## src/rtl/sched_pkg.sv

```systemverilog
// Shared types and defaults for the two-layer convolution sequencer:
// state encoding, default PE masks, round-counter width and state-class helpers.
package sched_pkg;

    localparam int         ROUND_W        = 3;
    localparam int         DEF_NUM_PE     = 9;
    localparam int         DEF_NUM_ROUNDS = 5;
    localparam int         DEF_WD_CYCLES  = 1023;
    localparam logic [8:0] DEF_L1_MASK    = 9'h03F;
    localparam logic [8:0] DEF_L2_MASK    = 9'h1C0;

    typedef enum logic [2:0] {
        ST_IDLE    = 3'd0,
        ST_MEM     = 3'd1,
        ST_L1_GO   = 3'd2,
        ST_L1_WAIT = 3'd3,
        ST_L2_GO   = 3'd4,
        ST_L2_WAIT = 3'd5,
        ST_ADD     = 3'd6,
        ST_DONE    = 3'd7
    } seq_state_e;

    function automatic logic is_wait(input seq_state_e s);
        return (s == ST_L1_WAIT) || (s == ST_L2_WAIT);
    endfunction

    // States in which the sequencer is stalled on an external responder
    function automatic logic is_watched(input seq_state_e s);
        return (s == ST_MEM) || (s == ST_L1_WAIT) || (s == ST_L2_WAIT) || (s == ST_ADD);
    endfunction

endpackage

```

## src/rtl/wd_timer.sv

```systemverilog
// Stall watchdog: counts enabled cycles since the last clear and flags the
// cycle in which the LIMIT-th consecutive enabled cycle is reached.
module wd_timer #(
    parameter int LIMIT = 1023
) (
    input  logic clk,
    input  logic reset,
    input  logic clear,
    input  logic en,
    output logic expired
);

    localparam int CW = $clog2(LIMIT + 1);

    logic [CW-1:0] count;

    // Stall-cycle counter
    always_ff @(posedge clk or posedge reset) begin
        if (reset) begin
            count <= '0;
        end else if (clear) begin
            count <= '0;
        end else if (en) begin
            count <= count + CW'(1);
        end else begin
            count <= count;
        end
    end

    assign expired = en && (count == CW'(LIMIT - 1));

endmodule

```

## src/rtl/layer_sequencer.sv

```systemverilog
// Sequences one two-layer convolution run: memory grant, per-round PE go/done
// handshakes for each layer, the final adder pass and the completion handshake.
module layer_sequencer
    import sched_pkg::*;
#(
    parameter int                NUM_PE     = DEF_NUM_PE,
    parameter logic [NUM_PE-1:0] L1_MASK    = NUM_PE'(DEF_L1_MASK),
    parameter logic [NUM_PE-1:0] L2_MASK    = NUM_PE'(DEF_L2_MASK),
    parameter int                NUM_ROUNDS = DEF_NUM_ROUNDS,
    parameter int                WD_CYCLES  = DEF_WD_CYCLES
) (
    input  logic               clk,
    input  logic               reset,
    input  logic               start_valid,
    output logic               start_ready,
    output logic               mem_go,
    input  logic               mem_ack,
    output logic [NUM_PE-1:0]  pe_go,
    input  logic [NUM_PE-1:0]  pe_done,
    output logic               add_go,
    input  logic               add_done,
    output logic               done_valid,
    input  logic               done_ready,
    output logic [ROUND_W-1:0] round,
    output logic               layer,
    output logic               timeout_err
);

    seq_state_e         state;
    seq_state_e         next_state;
    logic [ROUND_W-1:0] round_cnt;
    logic [NUM_PE-1:0]  collect;
    logic [NUM_PE-1:0]  cur_mask;
    logic               timeout_flag;
    logic               layer_done;
    logic               last_round;
    logic               wd_clear;
    logic               wd_en;
    logic               wd_expired;

    // A pulse arriving in the completing cycle counts, so no extra cycle is lost
    assign cur_mask   = (state == ST_L2_WAIT) ? L2_MASK : L1_MASK;
    assign layer_done = (((collect | pe_done) & cur_mask) == cur_mask);
    assign last_round = (round_cnt == ROUND_W'(NUM_ROUNDS - 1));
    assign wd_en      = is_watched(state);
    assign wd_clear   = (next_state != state);

    wd_timer #(
        .LIMIT   (WD_CYCLES)
    ) u_wd (
        .clk     (clk),
        .reset   (reset),
        .clear   (wd_clear),
        .en      (wd_en),
        .expired (wd_expired)
    );

    // State register
    always_ff @(posedge clk or posedge reset) begin
        if (reset) begin
            state <= ST_IDLE;
        end else begin
            state <= next_state;
        end
    end

    // Next-state decode; a watchdog expiry overrides any pending progress
    always_comb begin
        next_state = state;
        case (state)
            ST_IDLE: begin
                if (start_valid) next_state = ST_MEM;
                else             next_state = ST_IDLE;
            end
            ST_MEM: begin
                if (wd_expired)   next_state = ST_IDLE;
                else if (mem_ack) next_state = ST_L1_GO;
                else              next_state = ST_MEM;
            end
            ST_L1_GO: next_state = ST_L1_WAIT;
            ST_L1_WAIT: begin
                if (wd_expired)      next_state = ST_IDLE;
                else if (!layer_done) next_state = ST_L1_WAIT;
                else if (last_round)  next_state = ST_L2_GO;
                else                  next_state = ST_L1_GO;
            end
            ST_L2_GO: next_state = ST_L2_WAIT;
            ST_L2_WAIT: begin
                if (wd_expired)      next_state = ST_IDLE;
                else if (!layer_done) next_state = ST_L2_WAIT;
                else if (last_round)  next_state = ST_ADD;
                else                  next_state = ST_L2_GO;
            end
            ST_ADD: begin
                if (wd_expired)    next_state = ST_IDLE;
                else if (add_done) next_state = ST_DONE;
                else               next_state = ST_ADD;
            end
            ST_DONE: begin
                if (done_ready) next_state = ST_IDLE;
                else            next_state = ST_DONE;
            end
            default: next_state = ST_IDLE;
        endcase
    end

    // Moore output decode from the state register
    always_comb begin
        start_ready = 1'b0;
        mem_go      = 1'b0;
        pe_go       = '0;
        add_go      = 1'b0;
        done_valid  = 1'b0;
        layer       = 1'b0;
        case (state)
            ST_IDLE:    start_ready = 1'b1;
            ST_MEM:     mem_go      = 1'b1;
            ST_L1_GO:   pe_go       = L1_MASK;
            ST_L1_WAIT: layer       = 1'b0;
            ST_L2_GO: begin
                pe_go = L2_MASK;
                layer = 1'b1;
            end
            ST_L2_WAIT: layer = 1'b1;
            ST_ADD: begin
                add_go = 1'b1;
                layer  = 1'b1;
            end
            ST_DONE: begin
                done_valid = 1'b1;
                layer      = 1'b1;
            end
            default: start_ready = 1'b0;
        endcase
    end

    // Round counter, PE completion collector and sticky watchdog flag
    always_ff @(posedge clk or posedge reset) begin
        if (reset) begin
            round_cnt    <= '0;
            collect      <= '0;
            timeout_flag <= 1'b0;
        end else begin
            if (wd_expired) timeout_flag <= 1'b1;
            else            timeout_flag <= timeout_flag;

            if (next_state == ST_IDLE) begin
                round_cnt <= '0;
            end else if (is_wait(state) && layer_done) begin
                if (last_round) round_cnt <= '0;
                else            round_cnt <= round_cnt + ROUND_W'(1);
            end else begin
                round_cnt <= round_cnt;
            end

            if (state == ST_L1_GO || state == ST_L2_GO) begin
                collect <= '0;
            end else if (is_wait(state)) begin
                collect <= collect | (pe_done & cur_mask);
            end else begin
                collect <= collect;
            end
        end
    end

    assign round       = round_cnt;
    assign timeout_err = timeout_flag;

endmodule

```

## config.mk

```make
export PLATFORM = sky130hd
export DESIGN_NAME = layer_sequencer
export DESIGN_NICKNAME = d
export VERILOG_FILES = /design/src/rtl/sched_pkg.sv /design/src/rtl/wd_timer.sv /design/src/rtl/layer_sequencer.sv
export SDC_FILE = /design/constraint.sdc
export NUM_CORES = 1
export LEC_CHECK = 0
export CORE_MARGIN = 5
export CORE_UTILIZATION = 40
export CTS_CLUSTER_DIAMETER = 50
export DETAILED_ROUTE_END_ITERATION = 6
export PLACE_DENSITY = 0.71
export SLEW_MARGIN = 20
export SYNTH_ARGS = -nofsm -noshare
export SYNTH_HDL_FRONTEND = slang
export SYNTH_SLANG_ARGS = --single-unit
```

## constraint.sdc

```tcl
create_clock -name clk -period 4.2 [get_ports clk]
set_input_delay 0.84 -clock clk [delete_from_list [all_inputs] [get_ports clk]]
set_output_delay 0.84 -clock clk [all_outputs]
set_load 0.05 [all_outputs]
```

==> report_table.html, run 1 <==
<table>
<tr><th>Metric</th><th>Value</th></tr>
<tr><th colspan="2">Run status</th></tr>
<tr><td>Result of the run</td><td>completed</td></tr>
<tr><th colspan="2">Die</th></tr>
<tr><td>I/O pin cnt</td><td>33</td></tr>
<tr><td>Floorplan die height</td><td>77.2 um</td></tr>
<tr><td>Die span in x</td><td>77.2 um</td></tr>
<tr><td>Starting Density</td><td>0.412</td></tr>
<tr><td>Placeable Area</td><td>4380 sq um</td></tr>
<tr><td>Total number of placement rows</td><td>24</td></tr>
<tr><td>Die Footprint</td><td>5960 sq um</td></tr>
<tr><th colspan="2">Place</th></tr>
<tr><td>Post-detail-place hpwl</td><td>2990 um</td></tr>
<tr><td>Post-DP Area</td><td>2090 sq um</td></tr>
<tr><td>Port Buffers</td><td>32</td></tr>
<tr><td>Final weighted congestion in routability-driven placement</td><td>0.809</td></tr>
<tr><td>Pre-CTS setup slack</td><td>1.23 ns</td></tr>
<tr><th colspan="2">Synth</th></tr>
<tr><td>Warnings, synthesis</td><td>0</td></tr>
<tr><td>Portion of synthesized cell area occupied by the leading cell type</td><td>0.360</td></tr>
<tr><td>Most used standard cell by instance count after synthesis</td><td>sky130_fd_sc_hd__dfrtp_1</td></tr>
<tr><td>Net count of the mapped netlist</td><td>218</td></tr>
<tr><td>Top cells by area in the synthesized netlist</td><td>sky130_fd_sc_hd__dfrtp_1, sky130_fd_sc_hd__a211oi_2, sky130_fd_sc_hd__o21ai_0, sky130_fd_sc_hd__buf_4, sky130_fd_sc_hd__nand2_1</td></tr>
<tr><td>Leading area contributor after synthesis</td><td>sky130_fd_sc_hd__dfrtp_1</td></tr>
<tr><td>Post-synthesis async set-or-reset flop share</td><td>1.00</td></tr>
<tr><td>Number of distinct library cells after synthesis</td><td>50</td></tr>
<tr><td>Commonest cells in the netlist</td><td>sky130_fd_sc_hd__dfrtp_1, sky130_fd_sc_hd__nand2_1, sky130_fd_sc_hd__o21ai_0, sky130_fd_sc_hd__nor2_1</td></tr>
<tr><td>Number of flip-flops and latches in the synthesized netlist</td><td>26</td></tr>
<tr><td>Prevailing post-synth register cell</td><td>sky130_fd_sc_hd__dfrtp_1</td></tr>
<tr><td>Count of mapped cells out of synthesis</td><td>199</td></tr>
<tr><td>EDFF count, synth</td><td>0</td></tr>
<tr><td>Combined area of all synthesized cells</td><td>1810 sq um</td></tr>
<tr><td>Average size of a mapped cell</td><td>9.09 sq um</td></tr>
<tr><td>Proportion of synthesized chip area in sequential cells</td><td>0.360</td></tr>
<tr><th colspan="2">Global route</th></tr>
<tr><td>Via count of the first global-routing pass</td><td>1,517</td></tr>
<tr><td>Overall Global Routing Usage</td><td>0.145</td></tr>
<tr><td>Aggregate global routing overflow</td><td>0</td></tr>
<tr><td>Antenna violations before repair</td><td>0</td></tr>
<tr><td>Maximum number of pins on one net before global-route repair</td><td>27</td></tr>
<tr><td>Global-route wire length before repair</td><td>7220 um</td></tr>
<tr><th colspan="2">Detailed routing</th></tr>
<tr><td>Final Routed Wirelength</td><td>4190 um</td></tr>
<tr><td>Drt drc</td><td>0</td></tr>
<tr><td>First-pass detailed-route iteration total</td><td>4</td></tr>
<tr><td>Number of DRC markers after the initial detailed-route iteration</td><td>146</td></tr>
<tr><td>Total via count after detailed routing</td><td>1,584</td></tr>
<tr><td>Wire length per cell after detailed routing</td><td>15.4 um</td></tr>
<tr><td>Remaining antenna violation count after routing</td><td>0</td></tr>
<tr><td>Per-cell via count in the routed design</td><td>5.85</td></tr>
<tr><th colspan="2">Worst setup path</th></tr>
<tr><td>Count of cells along the worst register-to-register path</td><td>6</td></tr>
<tr><td>FF-to-FF setup slack</td><td>1.79 ns</td></tr>
<tr><td>Required time at the endpoint of the critical path</td><td>3.36 ns</td></tr>
<tr><td>Type of element capturing the critical path</td><td>primary output</td></tr>
<tr><td>Worst setup path class</td><td>flip-flop to primary output</td></tr>
<tr><td>Worst Setup Start Kind</td><td>flip-flop</td></tr>
<tr><td>Worst setup path startpoint</td><td>state[1]</td></tr>
<tr><td>Endpoint arrival time on the critical path</td><td>2.45 ns</td></tr>
<tr><td>Capturing instance or port of the critical path</td><td>pe_go[2]</td></tr>
<tr><td>R2r startpoint</td><td>state[2]</td></tr>
<tr><td>End of the worst register-to-register path</td><td>u_wd.count[8]</td></tr>
<tr><td>Max Fanout on Critical Path</td><td>24</td></tr>
<tr><th colspan="2">Timing</th></tr>
<tr><td>Hold Violations, Final</td><td>0</td></tr>
<tr><td>Final Skew</td><td>0.00522 ns</td></tr>
<tr><td>Final TNS setup</td><td>0 ns</td></tr>
<tr><td>Final worst path period need</td><td>3.29 ns</td></tr>
<tr><td>Max-slew headroom at the worst pin</td><td>0.375</td></tr>
<tr><td>Number of failing setup endpoints in the final timing report</td><td>0</td></tr>
<tr><td>Post-route clock period utilization</td><td>0.782</td></tr>
<tr><td>Number of max-slew violations in the final report</td><td>0</td></tr>
<tr><td>Final worst setup slack</td><td>0.914 ns</td></tr>
<tr><td>Peak clock frequency supported by timing</td><td>304 MHz</td></tr>
<tr><td>Pin slew with the least headroom to its limit</td><td>0.932 ns</td></tr>
<tr><td>Setup repair after global routing missed its margin</td><td>false</td></tr>
<tr><th colspan="2">Power</th></tr>
<tr><td>IR Drop Worst-Case VDD</td><td>270 uV</td></tr>
<tr><td>Design Power</td><td>1460 uW</td></tr>
<tr><td>Cell leakage power</td><td>0.000845 uW</td></tr>
<tr><td>Pwr dens</td><td>682 nW/um^2</td></tr>
<tr><th colspan="2">Clocking</th></tr>
<tr><td>Number of CTS-inserted buffers</td><td>3</td></tr>
<tr><td>H-Tree Level Count</td><td>1</td></tr>
<tr><td>Cell at the root of the clock tree</td><td>sky130_fd_sc_hd__clkbuf_8</td></tr>
<tr><td>CTS Hold Buffers Added</td><td>0</td></tr>
<tr><td>Setup Buffers After CTS</td><td>0</td></tr>
<tr><td>Source-to-sink clock delay at the later pin of the worst-skew pair</td><td>0.27 ns</td></tr>
<tr><td>Register clock-pin slew on the reported worst setup and hold paths</td><td>0.09 ns</td></tr>
<tr><td>Clock tree from TritonCTS</td><td>built</td></tr>
<tr><td>Maximum count of clock buffers along a single path</td><td>2</td></tr>
<tr><td>Count of clock tree sinks</td><td>26</td></tr>
<tr><td>Cts repair resizes</td><td>0</td></tr>
<tr><th colspan="2">Layout</th></tr>
<tr><td>Layout cells sized above 1</td><td>0.0913</td></tr>
<tr><td>Post-layout net count</td><td>239</td></tr>
<tr><td>Cell area after layout</td><td>2140 sq um</td></tr>
<tr><td>Final antenna diode count</td><td>0</td></tr>
<tr><td>Final design utilization</td><td>0.488</td></tr>
<tr><td>Area growth from synthesis to layout</td><td>18.4%</td></tr>
<tr><th colspan="2">Run</th></tr>
<tr><td>Max-Cap Viols</td><td>0</td></tr>
<tr><th colspan="2">Min path</th></tr>
<tr><td>Worst hold path type</td><td>flip-flop to flip-flop</td></tr>
</table>
sequential cells by signal, indices dropped and copies added, names as in the netlist:
name         count
round            3
timeout_err      1
collect          9
u_wd.count      10
state            3
cells by family (layout without fill, tap and decap cells):
group | count (synthesis) | after routing | synth area share
DFF | 26 | 26 | 0.360
and+or+nand+nor | 62 | 62 | 0.188
AOI/OAI and AO/OA | 67 | 67 | 0.279
muxes | 2 | 2 | 0.0111
xor gates and xnor gates | 10 | 10 | 0.0484
buffers and inverters | 28 | 48 | 0.0865
adders and majority gates | 4 | 4 | 0.0277
power by group:
part	leakage (uW)	internal (uW)	switching [uW]
registers	0.000337	326	119
logic	0.000480	301	549
clock network	0.0000288	83.9	80.9
total	0.000845	711	749
critical path, cell delays in order, from the launching register on:
cell                              delay, ns
sky130_fd_sc_hd__dfrtp_1               0.81
sky130_fd_sc_hd__nand2b_1              0.19
sky130_fd_sc_hd__nor2_1                0.29
sky130_fd_sc_hd__clkdlybuf4s50_1       0.87
stage by stage:
step | std cells | hold slack, ns
global route | 271 | 0.523
CTS | 271 | 0.499
floorplan | 199 | 0.471
detailed placement | 267 | 0.464
finish | 271 | 0.492
global placement | 267 | 0.476
layer usage:
layer | vias up | share of wire | track usage
met3 | 5 | 0.053 | 0.0211
met1 | 754 | 0.46 | 0.213
met4 | 0 | 0.014 | 0.0498
li1 | 773 | - | -
met5 | - | 0 | 0
met2 | 52 | 0.47 | 0.215
layout by cell type (no fill, tap or decap), types with 4 or more instances in the layout:
cell type | Yosys | routed
sky130_fd_sc_hd__nor4_1 | 4 | 4
sky130_fd_sc_hd__a22oi_1 | 6 | 6
sky130_fd_sc_hd__ha_1 | 4 | 4
sky130_fd_sc_hd__a211oi_2 | 9 | 9
sky130_fd_sc_hd__nor3_1 | 5 | 5
sky130_fd_sc_hd__nand2_1 | 18 | 18
sky130_fd_sc_hd__o21ai_0 | 16 | 16
sky130_fd_sc_hd__inv_1 | 9 | 8
sky130_fd_sc_hd__xnor2_1 | 7 | 7
sky130_fd_sc_hd__clkbuf_8 | 0 | 4
sky130_fd_sc_hd__clkdlybuf4s50_1 | 0 | 32
sky130_fd_sc_hd__and3_1 | 5 | 5
sky130_fd_sc_hd__o22ai_1 | 4 | 4
sky130_fd_sc_hd__nor2_1 | 10 | 10
sky130_fd_sc_hd__a21oi_1 | 7 | 7
sky130_fd_sc_hd__dfrtp_1 | 26 | 26
worst min-delay path by stage:
stage | cells past startpoint | endpoint | from | slack, ns
finish | 1 | timeout_err | timeout_err | 0.49
global route | 1 | timeout_err | timeout_err | 0.52
CTS | 1 | timeout_err | timeout_err | 0.50
detailed placement | 1 | timeout_err | timeout_err | 0.46
global placement | 1 | timeout_err | timeout_err | 0.48
floorplan | 2 | collect[8] | collect[8] | 0.47
area by class of cell:
class,count,area [sq um]
Timing Repair Buffer,33,328
Multi-Input combinational cell,145,1000
Sequential cell,26,651
Clock buffer,4,55.1
Inverter,11,41.3
Tap cell,52,65.1
Fill cell,412,2240
No activity file was read; power rests on OpenSTA's default activity.
==> run 2: changes to the inputs <==
==> constraint.sdc (replaced) <==
create_clock -name clk -period 3.15 [get_ports clk]
set_input_delay 0.63 -clock clk [delete_from_list [all_inputs] [get_ports clk]]
set_output_delay 0.63 -clock clk [all_outputs]
set_load 0.05 [all_outputs]
==> run 2 against run 1 <==
Compared with the run above: clock skew down 0.0018 ns; global-route usage up 0.14 points; total power is 36% higher; non-clock buffer count up 6; sequential power increased by 25%; clock power grew 35%; combinational power grew 42%; critical endpoint unchanged; via count rose by 1.4%; utilization increased by 0.86 points; critical path type unchanged; sequential share of layout area is 0.52 points lower; register-to-register slack got worse by 1.0 ns.
==> report_table.html, run 2 (synthesis gave the netlist of run 1 again) <==
<table>
<tr><th>Metric</th><th>Value</th></tr>
<tr><th colspan="2">Layout</th></tr>
<tr><td>Area growth from synthesis to layout</td><td>20.5%</td></tr>
<tr><td>Flip-flop count of the largest register after layout</td><td>10 (unchanged)</td></tr>
<tr><td>Footprint of the multi-input gates</td><td>1000 sq um (unchanged)</td></tr>
<tr><td>Layout cells sized above 1</td><td>0.129 (+0.0376)</td></tr>
<tr><td>Final design utilization</td><td>0.497 (+0.00856)</td></tr>
<tr><td>Largest registers ranked by flip-flop count</td><td>u_wd.count (10), collect (9)</td></tr>
<tr><td>Most common cell after layout, fill and taps aside</td><td>sky130_fd_sc_hd__clkdlybuf4s50_1</td></tr>
<tr><td>Commonest cells after routing, fill and taps aside</td><td>sky130_fd_sc_hd__clkdlybuf4s50_1, sky130_fd_sc_hd__dfrtp_1, sky130_fd_sc_hd__nand2_1</td></tr>
<tr><td>Post-layout net count</td><td>245 (+2.5%)</td></tr>
<tr><td>Final antenna diode count</td><td>0 (unchanged)</td></tr>
<tr><td>Fill cell instance count of the final layout</td><td>414 (+0.49%)</td></tr>
<tr><td>Top register by number of flip-flops</td><td>u_wd.count</td></tr>
<tr><td>Sequential standard cell area</td><td>651 sq um (unchanged)</td></tr>
<tr><th colspan="2">Power</th></tr>
<tr><td>IR Drop Worst-Case VDD</td><td>394 uV (+46%)</td></tr>
<tr><td>Net switching fraction of the power</td><td>0.509 (-0.00357)</td></tr>
<tr><td>Cell leakage power</td><td>0.000886 uW (+4.8%)</td></tr>
<tr><td>Design Power</td><td>1990 uW (+36%)</td></tr>
<tr><td>Net switching power</td><td>1010 uW (+35%)</td></tr>
<tr><td>Internal power component</td><td>977 uW (+37%)</td></tr>
<tr><td>Share of power burned in registers</td><td>0.280 (-0.025)</td></tr>
<tr><td>Portion of total power attributed to combinational logic</td><td>0.607 (+0.024)</td></tr>
<tr><td>Relative contribution of the clock network to total power</td><td>0.112 (about the same)</td></tr>
<tr><td>Pwr dens</td><td>914 nW/um^2 (+34%)</td></tr>
<tr><th colspan="2">Clocking</th></tr>
<tr><td>CTS Hold Buffers Added</td><td>0 (unchanged)</td></tr>
<tr><td>Cell at the root of the clock tree</td><td>sky130_fd_sc_hd__clkbuf_8</td></tr>
<tr><td>Maximum count of clock buffers along a single path</td><td>2 (unchanged)</td></tr>
<tr><td>Cts repair resizes</td><td>0 (unchanged)</td></tr>
<tr><td>Setup Buffers After CTS</td><td>0 (unchanged)</td></tr>
<tr><td>Number of CTS-inserted buffers</td><td>3 (unchanged)</td></tr>
<tr><td>H-Tree Level Count</td><td>1 (unchanged)</td></tr>
<tr><td>Count of clock tree sinks</td><td>26 (unchanged)</td></tr>
<tr><td>Source-to-sink clock delay at the later pin of the worst-skew pair</td><td>0.28 ns (about the same)</td></tr>
<tr><td>Register clock-pin slew on the reported worst setup and hold paths</td><td>0.09 ns (about the same)</td></tr>
<tr><td>Clock tree from TritonCTS</td><td>built</td></tr>
<tr><th colspan="2">Global route</th></tr>
<tr><td>Aggregate global routing overflow</td><td>0 (unchanged)</td></tr>
<tr><td>Via count of the first global-routing pass</td><td>1,541 (+1.6%)</td></tr>
<tr><td>Antenna violations before repair</td><td>0 (unchanged)</td></tr>
<tr><td>Global-route track usage on met3</td><td>0.0246 (+0.00351)</td></tr>
<tr><td>Maximum number of pins on one net before global-route repair</td><td>27 (unchanged)</td></tr>
<tr><td>Overall Global Routing Usage</td><td>0.146 (+0.00136)</td></tr>
<tr><td>Global routing usage on met1</td><td>0.212 (-0.000837)</td></tr>
<tr><td>GRT met2 Usage</td><td>0.218 (+0.00253)</td></tr>
<tr><td>Global-route wire length before repair</td><td>7360 um (+2.0%)</td></tr>
<tr><td>Grt peak-use layer</td><td>met2</td></tr>
<tr><th colspan="2">Detailed routing</th></tr>
<tr><td>Per-cell via count in the routed design</td><td>5.80 (-0.81%)</td></tr>
<tr><td>Drt drc</td><td>0 (unchanged)</td></tr>
<tr><td>Total via count after detailed routing</td><td>1,606 (+1.4%)</td></tr>
<tr><td>Remaining antenna violation count after routing</td><td>0 (unchanged)</td></tr>
<tr><td>Number of DRC markers after the initial detailed-route iteration</td><td>83 (-43%)</td></tr>
<tr><td>Final Routed Wirelength</td><td>4270 um (+2.1%)</td></tr>
<tr><td>Wire length per cell after detailed routing</td><td>15.4 um (-0.13%)</td></tr>
<tr><td>First-pass detailed-route iteration total</td><td>4 (unchanged)</td></tr>
<tr><th colspan="2">Timing</th></tr>
<tr><td>Post-route clock period utilization</td><td>0.902</td></tr>
<tr><td>Number of failing setup endpoints in the final timing report</td><td>0 (unchanged)</td></tr>
<tr><td>Final TNS setup</td><td>0 ns (unchanged)</td></tr>
<tr><td>Final Skew</td><td>0.00346 ns (-0.00175 ns)</td></tr>
<tr><td>Number of max-slew violations in the final report</td><td>0 (unchanged)</td></tr>
<tr><td>Final worst path period need</td><td>2.84 ns</td></tr>
<tr><td>Pin slew with the least headroom to its limit</td><td>0.693 ns (-0.240 ns)</td></tr>
<tr><td>Max-slew headroom at the worst pin</td><td>0.538 (+0.163)</td></tr>
<tr><td>Hold Violations, Final</td><td>0 (unchanged)</td></tr>
<tr><td>Setup repair after global routing missed its margin</td><td>false</td></tr>
<tr><td>Peak clock frequency supported by timing</td><td>352 MHz</td></tr>
<tr><th colspan="2">Run</th></tr>
<tr><td>Max-Cap Viols</td><td>0 (unchanged)</td></tr>
<tr><th colspan="2">Worst setup path</th></tr>
<tr><td>Worst setup path class</td><td>flip-flop to primary output</td></tr>
<tr><td>Worst Setup Start Kind</td><td>flip-flop</td></tr>
<tr><td>Required time at the endpoint of the critical path</td><td>2.52 ns (-0.84 ns)</td></tr>
<tr><td>Critical Path, Cell by Cell</td><td>nand2b_1 &gt; nor2_1 &gt; clkdlybuf4s50_1</td></tr>
<tr><td>Slowest cell delay on critical path</td><td>0.87 ns (about the same)</td></tr>
<tr><td>Buffers &amp; Inverters on Critical Path</td><td>1 (unchanged)</td></tr>
<tr><td>Max Fanout on Critical Path</td><td>13 (-46%)</td></tr>
<tr><td>Master of the slowest instance on the critical path</td><td>sky130_fd_sc_hd__clkdlybuf4s50_1</td></tr>
<tr><td>Type of element capturing the critical path</td><td>primary output</td></tr>
<tr><td>Endpoint arrival time on the critical path</td><td>2.21 ns (-0.24 ns)</td></tr>
<tr><td>Worst path top cell family by delay</td><td>buffers and inverters</td></tr>
<tr><th colspan="2">Die</th></tr>
<tr><td>Die span in x</td><td>77.2 um (unchanged)</td></tr>
<tr><td>Total number of placement rows</td><td>24 (unchanged)</td></tr>
<tr><td>Placeable Area</td><td>4380 sq um (unchanged)</td></tr>
<tr><td>I/O pin cnt</td><td>33 (unchanged)</td></tr>
<tr><td>Starting Density</td><td>0.412 (unchanged)</td></tr>
<tr><td>Die Footprint</td><td>5960 sq um (unchanged)</td></tr>
<tr><td>Floorplan die height</td><td>77.2 um (unchanged)</td></tr>
<tr><th colspan="2">Place</th></tr>
<tr><td>Post-detail-place hpwl</td><td>3080 um (+3.2%)</td></tr>
<tr><td>Port Buffers</td><td>32 (unchanged)</td></tr>
<tr><td>Final weighted congestion in routability-driven placement</td><td>0.810 (+0.14%)</td></tr>
<tr><th colspan="2">Min path</th></tr>
<tr><td>Worst hold path type</td><td>flip-flop to flip-flop</td></tr>
<tr><th colspan="2">Run status</th></tr>
<tr><td>Result of the run</td><td>completed</td></tr>
</table>
[run 2: area by class of cell]
cell class / count / area share
flip-flops and latches: 26 / 0.299
inverters: 11 / 0.0190
clock buffers: 4 / 0.0253
well taps: 52 / 0.0299
repair buffers: 39 / 0.168
multi-input cells: 145 / 0.460
[run 2: worst reg2reg max path, stage by stage (launching register included)]
cell	delay, ns
sky130_fd_sc_hd__dfrtp_1	0.62
sky130_fd_sc_hd__buf_4	0.26
sky130_fd_sc_hd__and3b_1	0.19
sky130_fd_sc_hd__nor4_2	0.05
sky130_fd_sc_hd__buf_4	0.15
sky130_fd_sc_hd__o21ai_0	0.15
sky130_fd_sc_hd__or3b_1	0.60
sky130_fd_sc_hd__a211oi_2	0.29
[run 2: power groups by stage]
stage,Sequential [uW],Combinational [uW],Clock [uW]
2_1_floorplan,540,968,0
3_3_place_gp,561,1190,0
3_5_place_dp,564,1210,0
4_1_cts,557,1220,221
5_1_grt,578,1320,232
6_report,558,1210,223
[run 2: through the flow]
| stage | cells | hold slack (ns) | cell area (sq um) | worst slack (ns) |
|---|---|---|---|---|
| finish | 277 | 0.491 | 2180 | 0.309 |
| global route | 277 | 0.534 | 2180 | 0.149 |
| CTS | 277 | 0.499 | 2180 | 0.298 |
| detailed placement | 273 | 0.467 | 2120 | 0.512 |
| global placement | 273 | 0.470 | 2120 | 0.563 |
| floorplan | 199 | 0.471 | 1810 | 0.130 |
[run 2: final timing paths]
check / startpoint / end / slack [ns] / cells after the start
worst max-delay path: state[0] / pe_go[2] / 0.31 / 3
min in group asynchronous: reset / collect[7] / 0.71 / 3
worst min-delay path: timeout_err / timeout_err / 0.49 / 1
worst min register to register: timeout_err / timeout_err / 0.49 / 1
worst max register to register: state[2] / u_wd.count[3] / 0.76 / 7
max in group asynchronous: reset / collect[2] / 2.19 / 3
[run 2: layer usage]
metal,routed length (um),share of wire
met5,0,0
met4,72,0.017
met3,205,0.048
met2,1990,0.46
met1,2010,0.47
==> run 3: changes to the inputs <==
--- a/config.mk
+++ b/config.mk
@@ -5,7 +5,6 @@
 export SDC_FILE = /design/constraint.sdc
 export NUM_CORES = 1
 export LEC_CHECK = 0
-export CORE_MARGIN = 5
 export CORE_UTILIZATION = 40
 export CTS_CLUSTER_DIAMETER = 50
 export DETAILED_ROUTE_END_ITERATION = 6
==> run 3 against run 2 <==
Compared with the run above: via count fell by 2.2%; sequential share of layout area rose by 0.10 points; flip-flop and latch count did not move; cell count fell by 0.36%; first-iteration DRC count fell by 22%; clock skew barely moved; critical endpoint is now pe_go[0]; largest power group unchanged.
==> report_table.html, run 3 (synthesis gave the netlist of run 1 again) <==
<table>
<tr><th>Metric</th><th>Value</th></tr>
<tr><th colspan="2">Clocking</th></tr>
<tr><td>Clock tree from TritonCTS</td><td>built</td></tr>
<tr><td>Cts repair resizes</td><td>0 (unchanged)</td></tr>
<tr><td>Number of CTS-inserted buffers</td><td>3 (unchanged)</td></tr>
<tr><td>Source-to-sink clock delay at the later pin of the worst-skew pair</td><td>0.28 ns (about the same)</td></tr>
<tr><td>Maximum count of clock buffers along a single path</td><td>2 (unchanged)</td></tr>
<tr><td>Cell at the root of the clock tree</td><td>sky130_fd_sc_hd__clkbuf_8</td></tr>
<tr><td>CTS Hold Buffers Added</td><td>0 (unchanged)</td></tr>
<tr><td>Count of clock tree sinks</td><td>26 (unchanged)</td></tr>
<tr><td>H-Tree Level Count</td><td>1 (unchanged)</td></tr>
<tr><td>Register clock-pin slew on the reported worst setup and hold paths</td><td>0.09 ns (about the same)</td></tr>
<tr><td>Setup Buffers After CTS</td><td>0 (unchanged)</td></tr>
<tr><th colspan="2">Die</th></tr>
<tr><td>Placeable Area</td><td>4350 sq um (-0.68%)</td></tr>
<tr><td>Total number of placement rows</td><td>24 (unchanged)</td></tr>
<tr><td>Die Footprint</td><td>4790 sq um (-20%)</td></tr>
<tr><td>Die span in x</td><td>69.2 um (-10%)</td></tr>
<tr><td>I/O pin cnt</td><td>33 (unchanged)</td></tr>
<tr><td>Starting Density</td><td>0.415 (+0.00284)</td></tr>
<tr><td>Floorplan die height</td><td>69.2 um (-10%)</td></tr>
<tr><th colspan="2">Detailed routing</th></tr>
<tr><td>Wire length per cell after detailed routing</td><td>14.7 um (-4.4%)</td></tr>
<tr><td>Routed wl met3</td><td>144 um (-30%)</td></tr>
<tr><td>Total via count after detailed routing</td><td>1,570 (-2.2%)</td></tr>
<tr><td>Final Routed Wirelength</td><td>4070 um (-4.7%)</td></tr>
<tr><td>Number of DRC markers after the initial detailed-route iteration</td><td>65 (-22%)</td></tr>
<tr><td>Per-cell via count in the routed design</td><td>5.69 (-1.9%)</td></tr>
<tr><td>Highest signal layer in the routed design</td><td>met4</td></tr>
<tr><td>Remaining antenna violation count after routing</td><td>0 (unchanged)</td></tr>
<tr><td>Metal2 WL</td><td>1800 um (-9.4%)</td></tr>
<tr><td>Drt drc</td><td>0 (unchanged)</td></tr>
<tr><td>First-pass detailed-route iteration total</td><td>4 (unchanged)</td></tr>
<tr><td>Total routed wire length on the met1 layer</td><td>2060 um (+2.6%)</td></tr>
<tr><th colspan="2">Layout</th></tr>
<tr><td>Top register by number of flip-flops</td><td>u_wd.count</td></tr>
<tr><td>Post-layout net count</td><td>244 (-0.41%)</td></tr>
<tr><td>Flip-flop count of the largest register after layout</td><td>10 (unchanged)</td></tr>
<tr><td>Fill cell instance count of the final layout</td><td>401 (-3.1%)</td></tr>
<tr><td>Sequential standard cell area</td><td>651 sq um (unchanged)</td></tr>
<tr><td>Layout cells sized above 1</td><td>0.125 (-0.00389)</td></tr>
<tr><td>Most common cell after layout, fill and taps aside</td><td>sky130_fd_sc_hd__clkdlybuf4s50_1</td></tr>
<tr><td>Area growth from synthesis to layout</td><td>20.1%</td></tr>
<tr><td>Final antenna diode count</td><td>0 (unchanged)</td></tr>
<tr><td>Commonest cells after routing, fill and taps aside</td><td>sky130_fd_sc_hd__clkdlybuf4s50_1, sky130_fd_sc_hd__dfrtp_1, sky130_fd_sc_hd__nand2_1</td></tr>
<tr><td>Largest registers ranked by flip-flop count</td><td>u_wd.count (10), collect (9)</td></tr>
<tr><td>Footprint of the multi-input gates</td><td>1000 sq um (unchanged)</td></tr>
<tr><td>Final design utilization</td><td>0.499 (+0.00170)</td></tr>
<tr><th colspan="2">Worst setup path</th></tr>
<tr><td>Slowest cell delay on critical path</td><td>0.87 ns (about the same)</td></tr>
<tr><td>Master of the slowest instance on the critical path</td><td>sky130_fd_sc_hd__clkdlybuf4s50_1</td></tr>
<tr><td>R2r startpoint</td><td>state[2]</td></tr>
<tr><td>Max Fanout on Critical Path</td><td>9 (-4)</td></tr>
<tr><td>Count of cells along the worst register-to-register path</td><td>6 (-1)</td></tr>
<tr><td>Endpoint arrival time on the critical path</td><td>2.15 ns (-0.06 ns)</td></tr>
<tr><td>Worst Setup Start Kind</td><td>flip-flop</td></tr>
<tr><td>Required time at the endpoint of the critical path</td><td>2.52 ns (about the same)</td></tr>
<tr><td>End of the worst register-to-register path</td><td>u_wd.count[1]</td></tr>
<tr><td>Worst setup path class</td><td>flip-flop to primary output</td></tr>
<tr><td>Critical Path, Cell by Cell</td><td>nand2b_1 &gt; nor2_1 &gt; clkdlybuf4s50_1</td></tr>
<tr><td>FF-to-FF setup slack</td><td>0.80 ns (+0.04 ns)</td></tr>
<tr><td>Type of element capturing the critical path</td><td>primary output</td></tr>
<tr><th colspan="2">Min path</th></tr>
<tr><td>Sink of the worst hold path</td><td>timeout_err</td></tr>
<tr><td>Hold_sp</td><td>timeout_err</td></tr>
<tr><td>Worst hold stages</td><td>1 (unchanged)</td></tr>
<tr><td>Worst hold path type</td><td>flip-flop to flip-flop</td></tr>
<tr><th colspan="2">Global route</th></tr>
<tr><td>Global-route wire length before repair</td><td>6880 um (-6.6%)</td></tr>
<tr><td>Overall Global Routing Usage</td><td>0.177 (+0.0306)</td></tr>
<tr><td>Via count of the first global-routing pass</td><td>1,434 (-6.9%)</td></tr>
<tr><td>Antenna violations before repair</td><td>0 (unchanged)</td></tr>
<tr><td>Maximum number of pins on one net before global-route repair</td><td>27 (unchanged)</td></tr>
<tr><td>Aggregate global routing overflow</td><td>0 (unchanged)</td></tr>
<tr><th colspan="2">Power</th></tr>
<tr><td>Design Power</td><td>1990 uW (-0.11%)</td></tr>
<tr><td>IR Drop Worst-Case VDD</td><td>423 uV (+7.2%)</td></tr>
<tr><td>Cell leakage power</td><td>0.000880 uW (-0.66%)</td></tr>
<tr><td>Pwr dens</td><td>916 nW/um^2 (+0.24%)</td></tr>
<tr><th colspan="2">Timing</th></tr>
<tr><td>Final worst setup slack</td><td>0.373 ns (+0.0645 ns)</td></tr>
<tr><td>Setup repair after global routing missed its margin</td><td>false</td></tr>
<tr><td>Number of failing setup endpoints in the final timing report</td><td>0 (unchanged)</td></tr>
<tr><td>Final worst path period need</td><td>2.78 ns (-0.0645 ns)</td></tr>
<tr><td>Final TNS setup</td><td>0 ns (unchanged)</td></tr>
<tr><td>Max-slew headroom at the worst pin</td><td>0.523 (-0.0150)</td></tr>
<tr><td>Number of max-slew violations in the final report</td><td>0 (unchanged)</td></tr>
<tr><td>Worst hold slack after final layout</td><td>0.508 ns (+0.0163 ns)</td></tr>
<tr><td>Hold Violations, Final</td><td>0 (unchanged)</td></tr>
<tr><td>Final Skew</td><td>0.00396 ns (+0.000499 ns)</td></tr>
<tr><td>Peak clock frequency supported by timing</td><td>360 MHz (+2.3%)</td></tr>
<tr><td>Post-route clock period utilization</td><td>0.881 (-0.0205)</td></tr>
<tr><td>Pin slew with the least headroom to its limit</td><td>0.708 ns (+0.0156 ns)</td></tr>
<tr><th colspan="2">Run</th></tr>
<tr><td>Max-Cap Viols</td><td>0 (unchanged)</td></tr>
<tr><th colspan="2">Place</th></tr>
<tr><td>Post-detail-place hpwl</td><td>2950 um (-4.3%)</td></tr>
<tr><td>Final weighted congestion in routability-driven placement</td><td>0.777 (-4.1%)</td></tr>
<tr><td>Pre-CTS setup slack</td><td>0.482 ns (-0.0299 ns)</td></tr>
<tr><td>Port Buffers</td><td>32 (unchanged)</td></tr>
<tr><th colspan="2">Run status</th></tr>
<tr><td>Result of the run</td><td>completed</td></tr>
</table>
## run 3: cell count changes in the layout (fill, tap and decap cells not counted)
cell,before,now
sky130_fd_sc_hd__buf_4,10,9
## run 3: how the worst max path moves through the flow
stage	slack, ns	start	cells past startpoint	to
after floorplan	0.13	state[2]	5	pe_go[7]
after global placement	0.53	pe_done[2]	6	u_wd.count[5]
after detailed placement	0.48	pe_done[2]	6	u_wd.count[7]
after CTS	0.36	state[0]	3	pe_go[0]
after global routing	0.24	state[0]	3	pe_go[0]
final	0.37	state[0]	3	pe_go[0]
## run 3: critical path: cells and delay by family, from the launching register on
family        cells  cell delay, ns
buf+inv           1            0.87
flops             1            0.48
simple gates      2            0.52
## run 3: power by group
group          leakage, uW  switching (uW)  total (uW)  internal [uW]
combinational     0.000514             787        1210            426
sequential        0.000337             115         551            436
clock            0.0000288             111         223            112
total             0.000880            1010        1990            975
## run 3: area by class of cell
| cell class | instances | area share |
|---|---|---|
| Tap cell | 52 | 0.0300 |
| Sequential cell | 26 | 0.300 |
| Inverter | 11 | 0.0190 |
| Clock buffer | 4 | 0.0254 |
| Multi-Input combinational cell | 145 | 0.461 |
| Timing Repair Buffer | 38 | 0.165 |
## run 3: metal layers
metal | vias up | track usage
met5 | - | 0
met4 | 0 | 0.0680
met3 | 6 | 0.0218
met2 | 39 | 0.271
met1 | 744 | 0.255
li1 | 781 | -
## run 3: through the flow
step / std cells / instance area (sq um)
4_1_cts: 276 / 2170
6_report: 276 / 2170
5_1_grt: 276 / 2170
3_5_place_dp: 272 / 2120
3_3_place_gp: 272 / 2120
2_1_floorplan: 199 / 1810
